[config.mk]
export PLATFORM = sky130hd
export DESIGN_NAME = branch_resolve
export DESIGN_NICKNAME = d
export VERILOG_FILES = /design/src/rtl/branch_resolve.sv
export SDC_FILE = /design/constraint.sdc
export NUM_CORES = 1
export LEC_CHECK = 0
export BUFFER_PORTS_ARGS = -buffer_cell sky130_fd_sc_hd__clkbuf_2
export CAP_MARGIN = 15
export CELL_PAD_IN_SITES_DETAIL_PLACEMENT = 0
export CELL_PAD_IN_SITES_GLOBAL_PLACEMENT = 1
export CORE_MARGIN = 2
export CORE_UTILIZATION = 44
export DETAILED_ROUTE_END_ITERATION = 8
export MAX_ROUTING_LAYER = met4
export PLACE_DENSITY = 0.9
export REMOVE_ABC_BUFFERS = 1
export SYNTH_ARGS = -nofsm -noshare
export SYNTH_HDL_FRONTEND = slang
export SYNTH_SLANG_ARGS = --single-unit
[constraint.sdc]
create_clock -name clk -period 4.3 [get_ports clk]
set_input_delay 0 -clock clk [delete_from_list [all_inputs] [get_ports clk]]
set_output_delay 0 -clock clk [all_outputs]
set_load 0.03 [all_outputs]
[src/rtl/branch_resolve.sv]
// Branch resolution controller: evaluates the comparator result for one control-transfer
// instruction at a time, issues the PC redirect and then holds flush for a fixed window.
module branch_resolve #(
  parameter int DWIDTH       = 32,
  parameter int FLUSH_CYCLES = 2,
  parameter int CNT_W        = 16
) (
  input  logic              clk,
  input  logic              rst_n,
  input  logic              in_valid,
  output logic              in_ready,
  input  logic              is_branch,
  input  logic              is_jal,
  input  logic              is_jalr,
  input  logic [2:0]        funct3,
  input  logic [DWIDTH-1:0] pc,
  input  logic [DWIDTH-1:0] imm,
  input  logic [DWIDTH-1:0] rs1_data,
  output logic              BrUn,
  input  logic              BrEq,
  input  logic              BrLt,
  output logic              resolve_valid,
  output logic              resolve_taken,
  output logic              redirect_valid,
  output logic [DWIDTH-1:0] redirect_pc,
  input  logic              redirect_ready,
  output logic              flush,
  output logic              err_illegal,
  output logic              err_misalign,
  output logic [CNT_W-1:0]  br_count,
  output logic [CNT_W-1:0]  taken_count
);

  localparam int FC_W = (FLUSH_CYCLES > 1) ? $clog2(FLUSH_CYCLES) : 1;
  localparam logic [FC_W-1:0]   FC_LOAD    = FC_W'(FLUSH_CYCLES - 1);
  localparam logic [DWIDTH-1:0] ALIGN_MASK = {{(DWIDTH-1){1'b1}}, 1'b0};
  localparam logic [CNT_W-1:0]  CNT_MAX    = {CNT_W{1'b1}};

  typedef enum logic [1:0] {IDLE, RESOLVE, REDIRECT, FLUSH} state_t;

  state_t            state, stateNext;
  logic [FC_W-1:0]   flushCnt;
  logic              isBranchQ, isJalQ, isJalrQ;
  logic [2:0]        funct3Q;
  logic [DWIDTH-1:0] pcQ, immQ, rs1Q;

  logic              condTaken, illegalF3, rawTaken, taken, misalign, illegalHit;
  logic [DWIDTH-1:0] target;

  assign in_ready = (state == IDLE);

  // Decision logic only matters while in RESOLVE; operands come from the latched copy.
  always_comb begin
    condTaken = 1'b0;
    illegalF3 = 1'b0;
    case (funct3Q)
      3'b000:         condTaken = BrEq;
      3'b001:         condTaken = !BrEq;
      3'b100, 3'b110: condTaken = BrLt;
      3'b101, 3'b111: condTaken = !BrLt;
      default:        illegalF3 = 1'b1;
    endcase
    target     = isJalrQ ? ((rs1Q + immQ) & ALIGN_MASK) : (pcQ + immQ);
    rawTaken   = isJalQ | isJalrQ | (isBranchQ & condTaken);
    illegalHit = isBranchQ & illegalF3;
    misalign   = rawTaken & target[1];
    taken      = rawTaken & !target[1];
  end

  always_comb begin
    stateNext = state;
    case (state)
      IDLE:     if (in_valid) stateNext = RESOLVE;
      RESOLVE:  stateNext = taken ? REDIRECT : IDLE;
      REDIRECT: if (redirect_ready) stateNext = FLUSH;
      FLUSH:    if (flushCnt == '0) stateNext = IDLE;
      default:  stateNext = IDLE;
    endcase
  end

  always_ff @(posedge clk) begin
    if (!rst_n) begin
      state          <= IDLE;
      flushCnt       <= '0;
      isBranchQ      <= 1'b0;
      isJalQ         <= 1'b0;
      isJalrQ        <= 1'b0;
      funct3Q        <= '0;
      pcQ            <= '0;
      immQ           <= '0;
      rs1Q           <= '0;
      BrUn           <= 1'b0;
      resolve_valid  <= 1'b0;
      resolve_taken  <= 1'b0;
      err_illegal    <= 1'b0;
      err_misalign   <= 1'b0;
      redirect_valid <= 1'b0;
      redirect_pc    <= '0;
      flush          <= 1'b0;
      br_count       <= '0;
      taken_count    <= '0;
    end else begin
      state          <= stateNext;
      resolve_valid  <= (state == RESOLVE);
      resolve_taken  <= (state == RESOLVE) && taken;
      err_illegal    <= (state == RESOLVE) && illegalHit;
      err_misalign   <= (state == RESOLVE) && misalign;
      redirect_valid <= (stateNext == REDIRECT);
      flush          <= (stateNext == FLUSH);

      if (state == IDLE && in_valid) begin
        isBranchQ <= is_branch;
        isJalQ    <= is_jal;
        isJalrQ   <= is_jalr;
        funct3Q   <= funct3;
        pcQ       <= pc;
        immQ      <= imm;
        rs1Q      <= rs1_data;
        BrUn      <= funct3[1];
      end

      // Target is captured once and held for the whole redirect handshake.
      if (state == RESOLVE && taken) redirect_pc <= target;

      if (state == REDIRECT)                   flushCnt <= FC_LOAD;
      else if (state == FLUSH && flushCnt != '0) flushCnt <= flushCnt - 1'b1;

      if (state == RESOLVE) begin
        if (br_count != CNT_MAX)           br_count    <= br_count + 1'b1;
        if (taken && taken_count != CNT_MAX) taken_count <= taken_count + 1'b1;
      end
    end
  end

endmodule

==> summary.txt <==
Status = completed
Maximum clock path buffer count = 2
Setup violations, final = 0
Placed cell areas = 10,700 um2
Worst EP required = 4630 ps
Global placer's final weighted congestion = 0.949
Synthesized area = 9700 um2
Pwr Density = 328 nW/um2
FF-to-FF setup slack = 1190 ps
Ports = 180
FILL cells = 2,036
Die Ht = 152 um
Tightest Pin Transition = 1070 ps
Initial DRC count = 537
Routed vias = 9,454
Pre-CTS WS = 1230 ps
Peak supply drop = 0.236 mV
Post-CTS setup buffers = 0
Global-route wire length before repair = 45,400 um
Final instance area = 12,300 um2
WHS Path Cells = 4
Per-cell routed wire length = 15.5 um
Top achievable clock speed = 0.322 GHz
CP max FO = 5
Htree depth = 4
Hold endpoint = redirect_valid
Post-CTS Resized = 0
Multi-input logic area = 5890 um2
Register area share after synthesis = 36.1%
Setup TNS = 0 ps
Remaining DRCs = 0
CP arrival = 3430 ps
CTS buffer count = 17
Top FF cell, synth = dfxtp_1
Max cap viols = 0
CTS Sinks = 175
Sequential share of power = 43.7%
Core ar. = 21,800 um2
Global Route Usage Sum = 24.0%
PnR Total Power = 0.00405 W
Die X = 152 um
Gate power share = 18.6%
Sequential cell area = 3500 um2
Post-Syn Area per Cell = 7.83 um2
Net Sw Power = 0.00118 W
Clock share of power = 37.7%
Area delta synth->final = 27.3%
First drt pass iteration count = 5
Final net count = 1,649
Post-Route Skew = 9.70 ps
Mapped Cells = 1,238
Startpoint types = register
Flops & latches, synth = 175
Congestion Overflow GR = 0
Worst slew margin = 28.8%
HPWL Detailed = 19,300 um
Cells on worst reg2reg path = 10
Hold path startpoint = redirect_ready
Reg2reg start = immQ[1]
Hold Vio Cnt, Final = 0
Async S/R FF share, synth = 0%
Unique masters post-synth = 68
Largest net degree at the start of global routing = 103
Synthesis Warnings = 0
Commonest non-fill, non-tap cell in the layout = nand2_1
Sw Ratio = 29.2%
Post-DR vias/cell = 5.34
CP Capture Type = register
RSZ-0062 raised after global routing = false
Final antenna-violating net count = 0
Row cnt = 54
Share of layout cells above drive strength 1 = 16.3%
Grt met2 use = 37.9%
Met1 Use GR = 32.6%
Most Used Layer, Global Route = met2
CTS tree = built
P_int = 0.00286 W
Die ar. = 23,200 um2
Hold bufs inserted after CTS = 102
Slew Viols, Final = 0
Reg2Reg Capture Point = redirect_pc[27]
Commonest non-fill, non-tap cells in the layout = nand2_1, a21oi_1, clkbuf_2
HP Class = input port to register
LEAKAGE = 5.50 nW
Number of global-route vias before repair = 9,146
Post-synth EDFFs = 0
Initial cell density of the core = 44.6%
Tcrit/Tclk final = 72.2%
Root Driver = clkbuf_16
GRT met3 Usage = 4.24%
Tmin final = 3110 ps
I/O Buffers = 179
Final Worst Setup Slack = 1190 ps
Clock latency on the worst-skew pair = 430 ps
Routed wire length = 27,400 um
Initial antenna violation count = 0
Clk slew on worst S/H paths = 70 ps
Ant diodes = 0
CP Class = register to register
-- registers in the layout (all words and copies together), names as in the netlist, 2 cells and up --
signal	flops
immQ	32
pcQ	32
redirect_pc	32
rs1Q	32
br_count	16
taken_count	16
funct3Q	3
state	2
-- worst max-delay path, cell delays in order, from the launching register on --
cell      delay [ps]
dfxtp_1          380
ha_1             290
a21o_1           100
a21oi_1           90
o21ai_0          450
nand3_1          230
a21boi_0         460
o211ai_1         230
nor2_1           150
mux2_2           340
a221oi_1         300
-- worst max-delay path by stage --
stage,slack (ps),end,startpoint,cells past startpoint
after floorplan,990,taken_count[13],immQ[0],8
after global placement,1310,redirect_pc[28],immQ[0],11
after global routing,840,redirect_pc[27],immQ[1],10
after detailed placement,1230,redirect_pc[28],immQ[0],11
after CTS,1190,redirect_pc[28],immQ[0],11
final,1190,redirect_pc[27],immQ[1],10
-- synth_stat cells (14+ instances only) --
cell	instances	area, um2
ha_1	63	788
nand3_1	34	170
a21o_1	37	278
xor2_1	32	280
clkbuf_1	62	233
dfxtp_1	175	3500
nand2_1	271	1020
nor2_1	77	289
o21ai_0	48	240
nand4_1	14	87.6
a21oi_1	184	921
xnor2_1	39	342
-- area by class of cell --
class / count / area share, %
Clock buffer: 21 / 3.81
Clock inverter: 11 / 0.862
Inverter: 14 / 0.446
Multi-Input combinational cell: 981 / 47.8
Sequential cell: 175 / 28.4
Tap cell: 280 / 2.84
Timing Repair Buffer: 287 / 15.9
-- routing by layer --
layer	wire length, um	vias up
met5	0	-
met4	329	0
met3	1470	23
met2	12500	270
met1	13100	4340
li1	-	4821
-- logic make-up (layout without fill, tap and decap cells) --
| kind of cell | Yosys count | count (layout) | share of synthesized area (%) |
|---|---|---|---|
| compound gates | 361 | 361 | 23.3 |
| xor+xnor | 71 | 71 | 6.41 |
| mux | 14 | 14 | 1.48 |
| simple gates | 470 | 470 | 21.0 |
| buf+inv | 82 | 333 | 3.20 |
| flops | 175 | 175 | 36.1 |
| fa+ha+maj | 65 | 65 | 8.54 |
-- power by group through the flow --
| stage | sequential [W] | clock [W] | combinational, W |
|---|---|---|---|
| 2_1_floorplan | 0.00182 | 0 | 0.000437 |
| 3_3_place_gp | 0.00180 | 0 | 0.000666 |
| 3_5_place_dp | 0.00181 | 0 | 0.000669 |
| 4_1_cts | 0.00177 | 0.00155 | 0.000747 |
| 5_1_grt | 0.00178 | 0.00162 | 0.000833 |
| 6_report | 0.00177 | 0.00152 | 0.000751 |
-- per-stage QoR --
step	hold WS, ps	cells	utilization (%)
floorplan	111	1170	-
detailed placement	230	1635	49.4
finish	117	1769	56.7
CTS	80.0	1769	56.7
global route	132	1769	56.7
global placement	225	1635	49.4
(Power assumes the default switching activity.)
